==> config.mk <==
export PLATFORM = sky130hd
export DESIGN_NAME = serial_subtractor_flat
export DESIGN_NICKNAME = d
export VERILOG_FILES = /design/src/rtl/serial_subtractor_if.sv /design/src/rtl/serial_subtractor.sv /design/src/flat_wrapper.sv
export SDC_FILE = /design/constraint.sdc
export NUM_CORES = 1
export LEC_CHECK = 0
export CAP_MARGIN = 20
export CORE_ASPECT_RATIO = 1.1
export CORE_MARGIN = 1
export CORE_UTILIZATION = 47
export DETAILED_ROUTE_END_ITERATION = 12
export PLACE_DENSITY = 0.85
export SLEW_MARGIN = 40
export SYNTH_ARGS = -nofsm -noshare
export SYNTH_HDL_FRONTEND = slang
export SYNTH_SLANG_ARGS = --single-unit
==> constraint.sdc <==
create_clock -name clk -period 3 [get_ports clk]
set_clock_uncertainty 0.15 [all_clocks]
set_input_delay 0.9 -clock clk [delete_from_list [all_inputs] [get_ports clk]]
set_output_delay 0.9 -clock clk [all_outputs]
set_load 0.1 [all_outputs]
==> src/rtl/serial_subtractor_if.sv <==
// Operand/result handshake bundle for the serial subtractor.
// Both channels are valid/ready: a transfer happens on a rising clock edge
// where valid and ready are both high; the producer holds its payload
// stable from raising valid until that edge.
interface serial_subtractor_if #(
   parameter int WIDTH = 8
);
   logic             in_valid;
   logic             in_ready;
   logic [WIDTH-1:0] in_a;
   logic [WIDTH-1:0] in_b;
   logic             in_bin;
   logic             out_valid;
   logic             out_ready;
   logic [WIDTH-1:0] out_diff;
   logic             out_bout;
   logic             out_ovf;
   // FSM state of the subtractor, observable for checkers (0 idle, 1 busy, 2 done)
   logic [1:0]       dbg_state;

   modport master (
      output in_valid, in_a, in_b, in_bin, out_ready,
      input  in_ready, out_valid, out_diff, out_bout, out_ovf, dbg_state
   );

   modport slave (
      input  in_valid, in_a, in_b, in_bin, out_ready,
      output in_ready, out_valid, out_diff, out_bout, out_ovf, dbg_state
   );
endinterface

==> src/rtl/serial_subtractor.sv <==
// Multi-cycle subtractor: a - b - bin over WIDTH bits, BITS_PER_CYCLE bits
// per clock, LSB chunk first, through one chunk-wide a + ~b + carry chain.
module serial_subtractor #(
   parameter int WIDTH          = 8,
   parameter int BITS_PER_CYCLE = 1
) (
   input  logic               clk,
   input  logic               rst,
   serial_subtractor_if.slave bus
);

   localparam int N  = WIDTH / BITS_PER_CYCLE;
   localparam int SW = (N > 1) ? $clog2(N) : 1;
   localparam logic [SW-1:0] LAST_STEP = SW'(N - 1);

   if ((WIDTH < 1) || ((WIDTH % BITS_PER_CYCLE) != 0)) begin : g_bad_params
      $error("serial_subtractor: WIDTH must be >= 1 and a multiple of BITS_PER_CYCLE");
   end

   typedef enum logic [1:0] {
      S_IDLE = 2'd0,
      S_BUSY = 2'd1,
      S_DONE = 2'd2
   } state_t;

   state_t                    r_state;
   state_t                    w_state_next;
   logic                      w_in_ready;
   logic                      w_out_valid;
   logic                      w_accept;
   logic                      w_last;

   logic [WIDTH-1:0]          r_a;
   logic [WIDTH-1:0]          r_b;
   logic [WIDTH-1:0]          r_res;
   logic                      r_carry;
   logic [SW-1:0]             r_step;
   logic [WIDTH-1:0]          r_diff;
   logic                      r_bout;
   logic                      r_ovf;

   logic [BITS_PER_CYCLE-1:0] w_a_chunk;
   logic [BITS_PER_CYCLE-1:0] w_b_chunk;
   logic [BITS_PER_CYCLE:0]   w_sum;
   logic [WIDTH-1:0]          w_res_next;

   assign w_accept = (r_state == S_IDLE) && bus.in_valid;
   assign w_last   = (r_step == LAST_STEP);

   // State register; reset aborts any transaction in flight
   always_ff @(posedge clk or posedge rst) begin
      if (rst) begin
         r_state <= S_IDLE;
      end else begin
         r_state <= w_state_next;
      end
   end

   // Next state; ready/valid are pure state decodes so no input reaches them combinationally
   always_comb begin
      w_state_next = r_state;
      w_in_ready   = 1'b0;
      w_out_valid  = 1'b0;
      case (r_state)
         S_IDLE: begin
            w_in_ready = 1'b1;
            if (bus.in_valid) w_state_next = S_BUSY;
         end
         S_BUSY: begin
            if (w_last) w_state_next = S_DONE;
         end
         S_DONE: begin
            w_out_valid = 1'b1;
            if (bus.out_ready) w_state_next = S_IDLE;
         end
         default: w_state_next = S_IDLE;
      endcase
   end

   // One chunk of a + ~b + carry; the chunk lands in its slot of the result register
   always_comb begin
      w_a_chunk  = r_a[int'(r_step) * BITS_PER_CYCLE +: BITS_PER_CYCLE];
      w_b_chunk  = r_b[int'(r_step) * BITS_PER_CYCLE +: BITS_PER_CYCLE];
      w_sum      = {1'b0, w_a_chunk} + {1'b0, ~w_b_chunk} + {{BITS_PER_CYCLE{1'b0}}, r_carry};
      w_res_next = r_res;
      w_res_next[int'(r_step) * BITS_PER_CYCLE +: BITS_PER_CYCLE] = w_sum[BITS_PER_CYCLE-1:0];
   end

   // Operand capture, chunk iteration and result publication on the final chunk
   always_ff @(posedge clk or posedge rst) begin
      if (rst) begin
         r_a     <= '0;
         r_b     <= '0;
         r_res   <= '0;
         r_carry <= 1'b0;
         r_step  <= '0;
         r_diff  <= '0;
         r_bout  <= 1'b0;
         r_ovf   <= 1'b0;
      end else if (w_accept) begin
         r_a     <= bus.in_a;
         r_b     <= bus.in_b;
         r_carry <= ~bus.in_bin;
         r_step  <= '0;
         r_res   <= '0;
      end else if (r_state == S_BUSY) begin
         r_res   <= w_res_next;
         r_carry <= w_sum[BITS_PER_CYCLE];
         if (w_last) begin
            r_diff <= w_res_next;
            r_bout <= ~w_sum[BITS_PER_CYCLE];
            r_ovf  <= (r_a[WIDTH-1] != r_b[WIDTH-1]) && (w_res_next[WIDTH-1] != r_a[WIDTH-1]);
         end else begin
            r_step <= r_step + 1'b1;
         end
      end
   end

   assign bus.in_ready  = w_in_ready;
   assign bus.out_valid = w_out_valid;
   assign bus.out_diff  = r_diff;
   assign bus.out_bout  = r_bout;
   assign bus.out_ovf   = r_ovf;
   assign bus.dbg_state = r_state;

endmodule

==> src/flat_wrapper.sv <==
// flat-port wrapper written by rule: the top's interface ports become plain ports
module serial_subtractor_flat 
#(
   parameter int WIDTH          = 8,
   parameter int BITS_PER_CYCLE = 1
)
  (clk, rst, bus_in_valid, bus_in_a, bus_in_b, bus_in_bin, bus_out_ready, bus_in_ready, bus_out_valid, bus_out_diff, bus_out_bout, bus_out_ovf, bus_dbg_state);
  serial_subtractor_if #(.WIDTH(WIDTH)) bus_i ();
  input  logic clk;
  input  logic rst;
  input wire logic [$bits(bus_i.in_valid)-1:0] bus_in_valid;
  input wire logic [$bits(bus_i.in_a)-1:0] bus_in_a;
  input wire logic [$bits(bus_i.in_b)-1:0] bus_in_b;
  input wire logic [$bits(bus_i.in_bin)-1:0] bus_in_bin;
  input wire logic [$bits(bus_i.out_ready)-1:0] bus_out_ready;
  output wire logic [$bits(bus_i.in_ready)-1:0] bus_in_ready;
  output wire logic [$bits(bus_i.out_valid)-1:0] bus_out_valid;
  output wire logic [$bits(bus_i.out_diff)-1:0] bus_out_diff;
  output wire logic [$bits(bus_i.out_bout)-1:0] bus_out_bout;
  output wire logic [$bits(bus_i.out_ovf)-1:0] bus_out_ovf;
  output wire logic [$bits(bus_i.dbg_state)-1:0] bus_dbg_state;
  assign bus_i.in_valid = bus_in_valid;
  assign bus_i.in_a = bus_in_a;
  assign bus_i.in_b = bus_in_b;
  assign bus_i.in_bin = bus_in_bin;
  assign bus_i.out_ready = bus_out_ready;
  assign bus_in_ready = bus_i.in_ready;
  assign bus_out_valid = bus_i.out_valid;
  assign bus_out_diff = bus_i.out_diff;
  assign bus_out_bout = bus_i.out_bout;
  assign bus_out_ovf = bus_i.out_ovf;
  assign bus_dbg_state = bus_i.dbg_state;
  serial_subtractor #(.WIDTH(WIDTH), .BITS_PER_CYCLE(BITS_PER_CYCLE)) u_core (.clk(clk), .rst(rst), .bus(bus_i));
endmodule
==> flow_metrics.py <==
metrics = {
    "outcome": {
        "status": "finished, final reports clean",
    },
    "worst_setup_path": {
        "r2r_start": "u_core.r_step[0]",
        "critPathLaunch": "u_core.r_step[0]",
        "cpMostUsedCell": "nand2_1",
        "worstPathCellList": "mux4_2 > nand2_1 > nand2_1 > fa_1 > nand2b_2 > or3_4 > or4_4 > nand3_1",
        "crit_family": "simple AND/OR/NAND/NOR gates",
        "critPathSlowestCell": "fa_1",
        "reg2reg_depth": 8,
        "crit_buf_inv": 0,
        "critPathCaptureType": "flip-flop",
        "crit_cells": 8,
        "rr_endpoint": "u_core.bus.out_diff[6]",
        "arrival_ns": 3.01,
        "crit_end": "u_core.bus.out_diff[6]",
        "critical_path_class": "flip-flop to flip-flop",
        "required_ns": 3.08,
        "cpPeakStageDelay_ns": 0.59,
        "ff2ff_setup_slack_ns": 0.08,
        "critPathLaunchType": "flip-flop",
        "crit_path_max_fanout": 6,
    },
    "clocking": {
        "ctsHoldBuffers": 0,
        "clock_sinks": 40,
        "cts_root_buf": "clkbuf_8",
        "cts_tree": "yes",
        "clk_latency_ns": 0.30,
        "clk_path_buf_depth": 2,
        "htreeDepth": 2,
        "path_clk_slew_ns": 0.08,
        "cts_buffers": 5,
    },
    "global_routing": {
        "grt_pass1_vias": 1479,
        "grt_overflow": 0,
        "grt_max_degree": 41,
        "grt_pass1_wl_mm": 6.73,
        "antenna_found_initial": 0,
        "track_usage": 0.193,
    },
    "logic_synthesis": {
        "synth_area_um2": 2070,
        "synth_cell_types": 40,
        "yosys-top-cells-count": "dfrtp_1, nand2_1, mux2_2",
        "synthCells": 187,
        "ys_top_cells_by_area": "dfrtp_1, mux2_2, ha_1, nand2_1, mux4_2",
        "synth_compound_area_frac": 0.0986,
        "synth_enable_flop_cells": 0,
        "syn-num-nets": 216,
        "synth_area_per_cell_um2": 11.1,
        "ys_seq_area_frac": 0.484,
        "ys.flop_type": "dfrtp_1",
        "synthMuxAreaShare": 0.152,
        "yosysTopAreaCell": "dfrtp_1",
        "synth-simple-area-share": 0.155,
        "ys_warn_count": 0,
        "synth_most_common_cell": "dfrtp_1",
        "synth-seq-cells": 40,
        "yosys.area_share.xor_xnor": 0,
        "async_flop_share": 1.00,
        "synth_top_family_by_area": "simple AND/OR/NAND/NOR gates",
        "synth_fa_ha_area_frac": 0.0520,
        "synth_top_area_frac": 0.484,
    },
    "placed_design": {
        "portBuffers": 34,
        "gp_congestion": 0.855,
        "dp_slack_ns": 0.0660,
        "dp_hpwl_mm": 3.02,
    },
    "layout": {
        "num_antenna_cells": 0,
        "fin_nets": 257,
        "multiInputGateArea_um2": 958,
        "regArea_um2": 1000,
        "syn_to_final_growth_pct": 22.5,
        "final_util": 0.620,
        "layout-drive-gt1-share": 0.253,
        "fillers": 354,
    },
    "floorplanning": {
        "io_pins": 35,
        "fp.dieH_um": 71.6,
        "rows": 24,
        "dieArea_um2": 4670,
        "core_area_um2": 4080,
        "die_w_um": 65.3,
        "initial_utilization": 0.506,
    },
    "timing": {
        "tightestPinTransition_ns": 0.571,
        "whs_ns": 0.334,
        "slew_violations": 0,
        "max_freq_ghz": 0.342,
        "slew_headroom": 0.618,
        "fin_crit_sh": 0.974,
        "setup_slack_ns": 0.0768,
        "finalSetupViolCount": 0,
        "period_minus_slack_ns": 2.92,
        "hold_violations": 0,
    },
    "flow_run": {
        "cap_violations": 0,
    },
    "detailed_routing": {
        "vias_per_cell": 5.50,
        "drc": 0,
        "drtIter0Drc": 83,
        "ant_nets": 0,
        "wl_mm": 3.98,
        "num_vias": 1545,
        "drt-pass1-iter-count": 4,
        "wl_per_cell_um": 14.1,
    },
    "worst_hold_path": {
        "hold_class": "flip-flop to flip-flop",
    },
}
-- worst min path at each step --
stage / startpoint / depth (start not counted) / endpoint / slack [ns]
finish: u_core.bus.out_diff[1] / 2 / u_core.bus.out_diff[1] / 0.33
global placement: u_core.bus.out_diff[3] / 2 / u_core.bus.out_diff[3] / 0.31
detailed placement: u_core.bus.out_diff[1] / 2 / u_core.bus.out_diff[1] / 0.32
global route: u_core.bus.out_diff[6] / 2 / u_core.bus.out_diff[6] / 0.36
CTS: u_core.bus.out_diff[3] / 2 / u_core.bus.out_diff[3] / 0.34
floorplan: u_core.r_res[7] / 2 / u_core.r_res[7] / 0.31
-- layout make-up --
| type | count | share of cell area |
|---|---|---|
| sequential | 40 | 0.396 |
| multi-input combinational | 127 | 0.378 |
| timing repair buffer | 43 | 0.147 |
| clock buffer | 7 | 0.0341 |
| tap | 52 | 0.0257 |
| inverter | 11 | 0.0163 |
| clock inverter | 1 | 0.00296 |
-- cells by family after synthesis --
kind of cell    after synthesis
mux                          24
fa+ha+maj                     8
simple gates                 62
buf+inv                      20
compound gates               33
flops                        40
-- cell usage in the layout, fill, tap and decap left out, drive strengths merged, types with 2 or more instances in the layout --
cell type	n
o21ai	12
or4	2
o32ai	2
buf	23
clkbuf	7
nand2	20
dfrtp	40
a31oi	2
mux2	17
a21oi	8
o22ai	2
mux4	4
a221o	2
nand3	10
nor3	4
or4b	2
ha	7
nor2	10
clkdlybuf4s50	20
or3	2
inv	11
mux2i	3
nand2b	3
a22o	2
nor2b	3
nand3b	2
-- registers in the layout (all words and copies together) (netlist names) --
name,cells
u_core.r_a,8
u_core.r_res,8
u_core.bus.dbg_state,2
u_core.r_step,3
u_core.r_b,8
u_core.r_carry,1
u_core.bus.out_bout,1
u_core.bus.out_diff,8
u_core.bus.out_ovf,1
-- through the flow --
step	area [um2]	TNS, ns	instances
5_1_grt	2530	-0.00558	281
4_1_cts	2510	0	279
6_report	2530	0	281
3_5_place_dp	2420	0	271
3_3_place_gp	2420	0	271
2_1_floorplan	2070	0	187
-- worst min-delay path: stages, from the launching register on --
cell and delay [ns]:
dfrtp_1 0.35, nand2_1 0.04, o21ai_0 0.06
-- metal layers --
layer / share of wire / GRT usage / up-vias
met5: 0 / 0 / -
li1: - / - / 754
met3: 0.051 / 0.0557 / 10
met1: 0.42 / 0.234 / 732
met4: 0.021 / 0.0773 / 0
met2: 0.51 / 0.320 / 49
-- timing repair --
action | 4_1_cts | 5_1_grt
setup endpoints to repair | 0 | 1
gates resized for setup | 0 | 1
hold endpoints to repair | 0 | 0
buffers inserted | 0 | 2
Power is left out: the tool's default activity adds up to more than one toggle a clock period on the data nets, which glitch-free logic cannot reach.
